--- config.mk ---
export PLATFORM = sky130hd
export DESIGN_NAME = reg_file_sb_flat
export DESIGN_NICKNAME = d
export VERILOG_FILES = /design/src/rtl/reg_file_sb_if.sv /design/src/rtl/reg_file_sb.sv /design/src/flat_wrapper.sv
export SDC_FILE = /design/constraint.sdc
export NUM_CORES = 2
export LEC_CHECK = 0
export ABC_AREA = 1
export CAP_MARGIN = 20
export CORE_ASPECT_RATIO = 0.7
export CORE_MARGIN = 2
export CORE_UTILIZATION = 50
export CTS_CLUSTER_DIAMETER = 120
export CTS_CLUSTER_SIZE = 24
export DETAILED_ROUTE_END_ITERATION = 10
export PLACE_DENSITY = 0.73
export SLEW_MARGIN = 20
export SYNTH_ARGS = -nofsm -noshare
export SYNTH_HDL_FRONTEND = slang
export SYNTH_SLANG_ARGS = --single-unit
--- constraint.sdc ---
create_clock -name clk -period 125.9 [get_ports clk]
set_input_delay 37.77 -clock clk [delete_from_list [all_inputs] [get_ports clk]]
set_output_delay 37.77 -clock clk [all_outputs]
set_load 0.01 [all_outputs]
--- src/rtl/reg_file_sb_if.sv ---
// Register-file bus: writeback, packed read ports, issue reservation and scoreboard status.
// The master drives writes/reads/issues; the slave (reg_file_sb) returns data and busy state.
interface reg_file_sb_if #(
  parameter int XLEN  = 32,
  parameter int NREGS = 32,
  parameter int NRD   = 2
);
  localparam int AW = $clog2(NREGS);

  logic                  we;
  logic [AW-1:0]         wa;
  logic [XLEN-1:0]       wd;
  logic [NRD*AW-1:0]     ra;
  logic [NRD*XLEN-1:0]   rd;
  logic [NRD-1:0]        rd_busy;
  logic                  iss_en;
  logic [AW-1:0]         iss_rd;
  logic [AW:0]           pend_cnt;

  modport master (
    output we, wa, wd, ra, iss_en, iss_rd,
    input  rd, rd_busy, pend_cnt
  );

  modport slave (
    input  we, wa, wd, ra, iss_en, iss_rd,
    output rd, rd_busy, pend_cnt
  );
endinterface

--- src/rtl/reg_file_sb.sv ---
// Register file with per-register busy scoreboard and pending-write counter.
// Define REG_FILE_BYPASS_EN for write-first forwarding onto the read ports.
module reg_file_sb #(
  parameter int XLEN  = 32,
  parameter int NREGS = 32,
  parameter int NRD   = 2
) (
  input  logic          clk,
  input  logic          rst,
  reg_file_sb_if.slave  bus
);
  localparam int AW = $clog2(NREGS);

  logic [XLEN-1:0]  mem [NREGS];
  logic [NREGS-1:0] busy;
  logic [NREGS-1:0] busy_next;
  logic [AW:0]      pend_q;

  logic wr_ok, iss_ok, set_new, clr_old;

  assign wr_ok   = bus.we && (bus.wa != '0);
  assign iss_ok  = bus.iss_en && (bus.iss_rd != '0);
  // Count only real transitions: a re-issue of a busy register or a write
  // clearing an idle one leaves the population unchanged.
  assign set_new = iss_ok && !busy[bus.iss_rd];
  assign clr_old = wr_ok && busy[bus.wa] && !(iss_ok && (bus.iss_rd == bus.wa));

  always_comb begin
    busy_next = busy;
    if (wr_ok)  busy_next[bus.wa]     = 1'b0;
    if (iss_ok) busy_next[bus.iss_rd] = 1'b1;
  end

  always_ff @(posedge clk or posedge rst) begin
    if (rst) begin
      for (int j = 0; j < NREGS; j++) mem[j] <= '0;
    end else if (wr_ok) begin
      mem[bus.wa] <= bus.wd;
    end
  end

  always_ff @(posedge clk or posedge rst) begin
    if (rst) begin
      busy   <= '0;
      pend_q <= '0;
    end else begin
      busy   <= busy_next;
      pend_q <= pend_q + (AW+1)'(set_new) - (AW+1)'(clr_old);
    end
  end

  assign bus.pend_cnt = pend_q;

  for (genvar i = 0; i < NRD; i++) begin : g_rd
    logic [AW-1:0] addr;
    logic          hit;

    assign addr = bus.ra[i*AW +: AW];
`ifdef REG_FILE_BYPASS_EN
    assign hit = !rst && bus.we && (bus.wa == addr) && (addr != '0);
`else
    assign hit = 1'b0;
`endif
    assign bus.rd[i*XLEN +: XLEN] = (addr == '0) ? '0 : (hit ? bus.wd : mem[addr]);
    // busy[0] is never set, so register 0 reads not-busy without extra gating.
    assign bus.rd_busy[i] = busy[addr] && !hit;
  end
endmodule

--- src/flat_wrapper.sv ---
// flat-port wrapper written by rule: the top's interface ports become plain ports
module reg_file_sb_flat 
#(
  parameter int XLEN  = 32,
  parameter int NREGS = 32,
  parameter int NRD   = 2
)
  (clk, rst, bus_we, bus_wa, bus_wd, bus_ra, bus_iss_en, bus_iss_rd, bus_rd, bus_rd_busy, bus_pend_cnt);
  reg_file_sb_if #(.XLEN(XLEN), .NREGS(NREGS), .NRD(NRD)) bus_i ();
  input  logic clk;
  input  logic rst;
  input wire logic [$bits(bus_i.we)-1:0] bus_we;
  input wire logic [$bits(bus_i.wa)-1:0] bus_wa;
  input wire logic [$bits(bus_i.wd)-1:0] bus_wd;
  input wire logic [$bits(bus_i.ra)-1:0] bus_ra;
  input wire logic [$bits(bus_i.iss_en)-1:0] bus_iss_en;
  input wire logic [$bits(bus_i.iss_rd)-1:0] bus_iss_rd;
  output wire logic [$bits(bus_i.rd)-1:0] bus_rd;
  output wire logic [$bits(bus_i.rd_busy)-1:0] bus_rd_busy;
  output wire logic [$bits(bus_i.pend_cnt)-1:0] bus_pend_cnt;
  assign bus_i.we = bus_we;
  assign bus_i.wa = bus_wa;
  assign bus_i.wd = bus_wd;
  assign bus_i.ra = bus_ra;
  assign bus_i.iss_en = bus_iss_en;
  assign bus_i.iss_rd = bus_iss_rd;
  assign bus_rd = bus_i.rd;
  assign bus_rd_busy = bus_i.rd_busy;
  assign bus_pend_cnt = bus_i.pend_cnt;
  reg_file_sb #(.XLEN(XLEN), .NREGS(NREGS), .NRD(NRD)) u_core (.clk(clk), .rst(rst), .bus(bus_i));
endmodule
==> out/metrics.yaml <==
cells_and_area:
  nNetsFinal: 8378
  fill_cells: 11600
  fin_cells: 9887
  area_growth_syn_to_layout_pct: 3.73
  layout-drive-gt1-share: 0.0263
timing:
  finalHoldViolCount: 0
  clock.fmax_mhz: 12.4
  slew_violations: 0
  rsz0062_at_grt: "no"
  setup_violations: 0
  hold_ws_ns: 0.412
  setup-tns-final_ns: 0
  tightest_slew_ns: 1.24
  min_period_over_period: 0.639
  finClkSkew_ns: 0.0143
  relSlewSlack: 0.171
  fin_crit_ns: 80.45
clocking:
  clk_pin_slew_ns: 0.10
  cts_buffer_depth: 3
  numCtsBuffers: 50
  insertion_delay_ns: 0.69
  clock-sinks: 1062
  postCtsHoldBufs: 0
  cts-resized-gates: 0
  cts_max_level: 2
  cts_setup_buffers: 0
  cts.root.buffer_cell: "clkbuf_16"
  tritoncts: "done"
power:
  peakVddDrop_v: 0.0000163
  combPwrFrac: 0.254
  leakage_uw: 0.0291
  power_density_nw_per_um2: 14.2
  pwr-share-clk: 0.217
  seqPwrFrac: 0.530
  p_switching_uw: 312
  p_int_uw: 571
  switching_share: 0.353
worst_hold_path:
  hp-start: "u_core.mem[1002]"
  hold_path.class: "flop to flop"
global_route:
  gr-total-overflow: 0
  grt_max_degree: 219
  grt_pass1_wl_um: 338000
  antenna_found_initial: 9
  grt_util_all_layers: 0.353
  first_global_vias: 56000
yosys:
  synthCells: 8824
  postSynthAreaPerCell_um2: 6.79
  netlist_area_um2: 59900
  yosys_warnings: 0
  ys_ff_latch: 1062
  yosys.cell_types.count: 29
  yosysSeqAreaShare: 0.444
  synthesis.nets: 8887
routing:
  dr.pass1.iters: 7
  dr_wl_met2_um: 93400
  route.met3.wl_um: 30100
  wl_met1_um: 87300
  highest_layer: "met5"
  num_vias: 60700
  postRouteAntennaNets: 0
  wl_per_cell_um: 22.3
  drtIter0Drc: 10100
  drc: 0
  avgViaCountPerCell: 6.14
  wl_um: 220000
place:
  place_inst: 9826
  io_buffers: 127
  gp_congestion: 0.910
  hpwlAfterDp_um: 114000
setup_path:
  path_class: "primary input to primary output"
  critPathMaxFanout: 143
  cp.required_ns: 88.13
  endpoint_kind: "primary output"
  r2r-start: "u_core.busy[7]"
  cp-start-kind: "primary input"
  cp.arrival_ns: 42.68
  crit_path_start: "bus_ra[5]"
die:
  core_um2: 119000
  die_area_um2: 123000
  start_util: 0.503
  rows: 106
  die_y_um: 294
  ioPinCount: 128
  die_width_um: 418
status:
  outcome: "finished clean"
job:
  cap_violations: 0
## worst paths after layout
kind / to / cells after the start / slack [ns]
max in group asynchronous: u_core.mem[1014] / 5 / 84.96
hold reg to reg: u_core.mem[1002] / 0 / 0.41
setup / recovery: bus_rd[32] / 13 / 45.45
setup reg to reg: u_core.bus.pend_cnt[4] / 15 / 123.33
hold / removal: u_core.mem[1002] / 0 / 0.41
min in group asynchronous: u_core.busy[12] / 2 / 37.66
## cells in the final DEF, fill, tap and decap left out, drive strengths merged
cell,count
nand2,3363
nand3,1423
dfrtp,1062
o21ai,700
nor2,695
a21oi,485
inv,196
clkdlybuf4s50,117
buf,106
o211ai,58
clkbuf,53
nor3,18
o22ai,17
nand4,8
xor2,8
ha,6
diode,4
xnor2,1
fa,1
## synth_stat cells
cell	n	area, um2
o21ai_0	657	3290
xor2_1	8	70.1
nor2_1	687	2580
clkbuf_1	433	1630
clkinv_1	3	11.3
buf_6	9	101
fa_1	1	20.0
ha_1	6	75.1
nor3_1	13	65.1
clkbuf_2	5	25.0
nor2_2	2	12.5
o21ai_1	43	215
xnor2_1	1	8.76
nor2_4	6	67.6
nand2_1	3363	12600
o211ai_1	58	435
inv_1	170	638
inv_2	21	78.8
nand3_1	1423	7120
nand4_1	8	50.1
a21oi_1	484	2420
o22ai_1	17	106
dfrtp_1	1062	26600
a21oi_2	1	8.76
nor3_2	5	50.1
buf_1	98	368
inv_4	1	6.26
buf_4	22	165
buf_2	217	1090
## stage by stage
| step | setup slack, ns | cell area [um2] | total power [uW] | utilization |
|---|---|---|---|---|
| final | 45.45 | 62100 | 884 | 0.522 |
| after global routing | 45.40 | 62100 | 935 | 0.522 |
| after CTS | 45.76 | 62000 | 878 | 0.521 |
| after detailed placement | 45.79 | 60700 | 691 | 0.510 |
| after global placement | 45.83 | 60700 | 681 | 0.510 |
| after floorplan | 49.08 | 59900 | 625 | - |
## final cells by class
type | instances | area, um2 | area share
clock buffers | 53 | 1330 | 0.0213
flip-flops and latches | 1062 | 26600 | 0.428
clock inverters | 1 | 20.0 | 0.000322
diodes | 4 | 10.0 | 0.000161
well taps | 1566 | 1960 | 0.0315
multi-input cells | 6783 | 29400 | 0.473
inverters | 195 | 787 | 0.0127
repair buffers | 223 | 2090 | 0.0337
## power by group through the flow
stage / combinational, uW / sequential [uW] / clock (uW)
finish: 224 / 468 / 192
global route: 255 / 477 / 204
CTS: 221 / 465 / 192
detailed placement: 220 / 471 / 0
global placement: 212 / 469 / 0
floorplan: 166 / 460 / 0
## worst max-delay path, stage by stage
cell and delay, ns:
buf_8 0.26, inv_8 0.71, buf_4 1.04, buf_4 0.88, nand2_1 0.12, nand3_1 0.11, nand3_1 0.08, nand2_1 0.11
nand2_1 0.05, nand3_1 0.14, nand2_1 0.07, nor2_1 0.32, clkdlybuf4s50_1 0.64
## logic make-up after synthesis
group,synth area share
buffers and inverters,0.0685
flip-flops,0.444
AND/OR/NAND/NOR,0.377
adder cells (fa/ha/maj),0.00159
XOR/XNOR,0.00132
AO/OA/AOI/OAI,0.108
## per-layer routing
| layer | global-route usage | vias to the layer above |
|---|---|---|
| li1 | - | 27400 |
| met1 | 0.499 | 28300 |
| met2 | 0.528 | 4365 |
| met3 | 0.0754 | 692 |
| met4 | 0.142 | 6 |
| met5 | 0.00197 | - |
## state kept, by name (all words and copies together), names as in the netlist
| name | count |
|---|---|
| u_core.mem | 1024 |
| u_core.busy | 32 |
| u_core.bus.pend_cnt | 6 |
(Power assumes the default switching activity.)
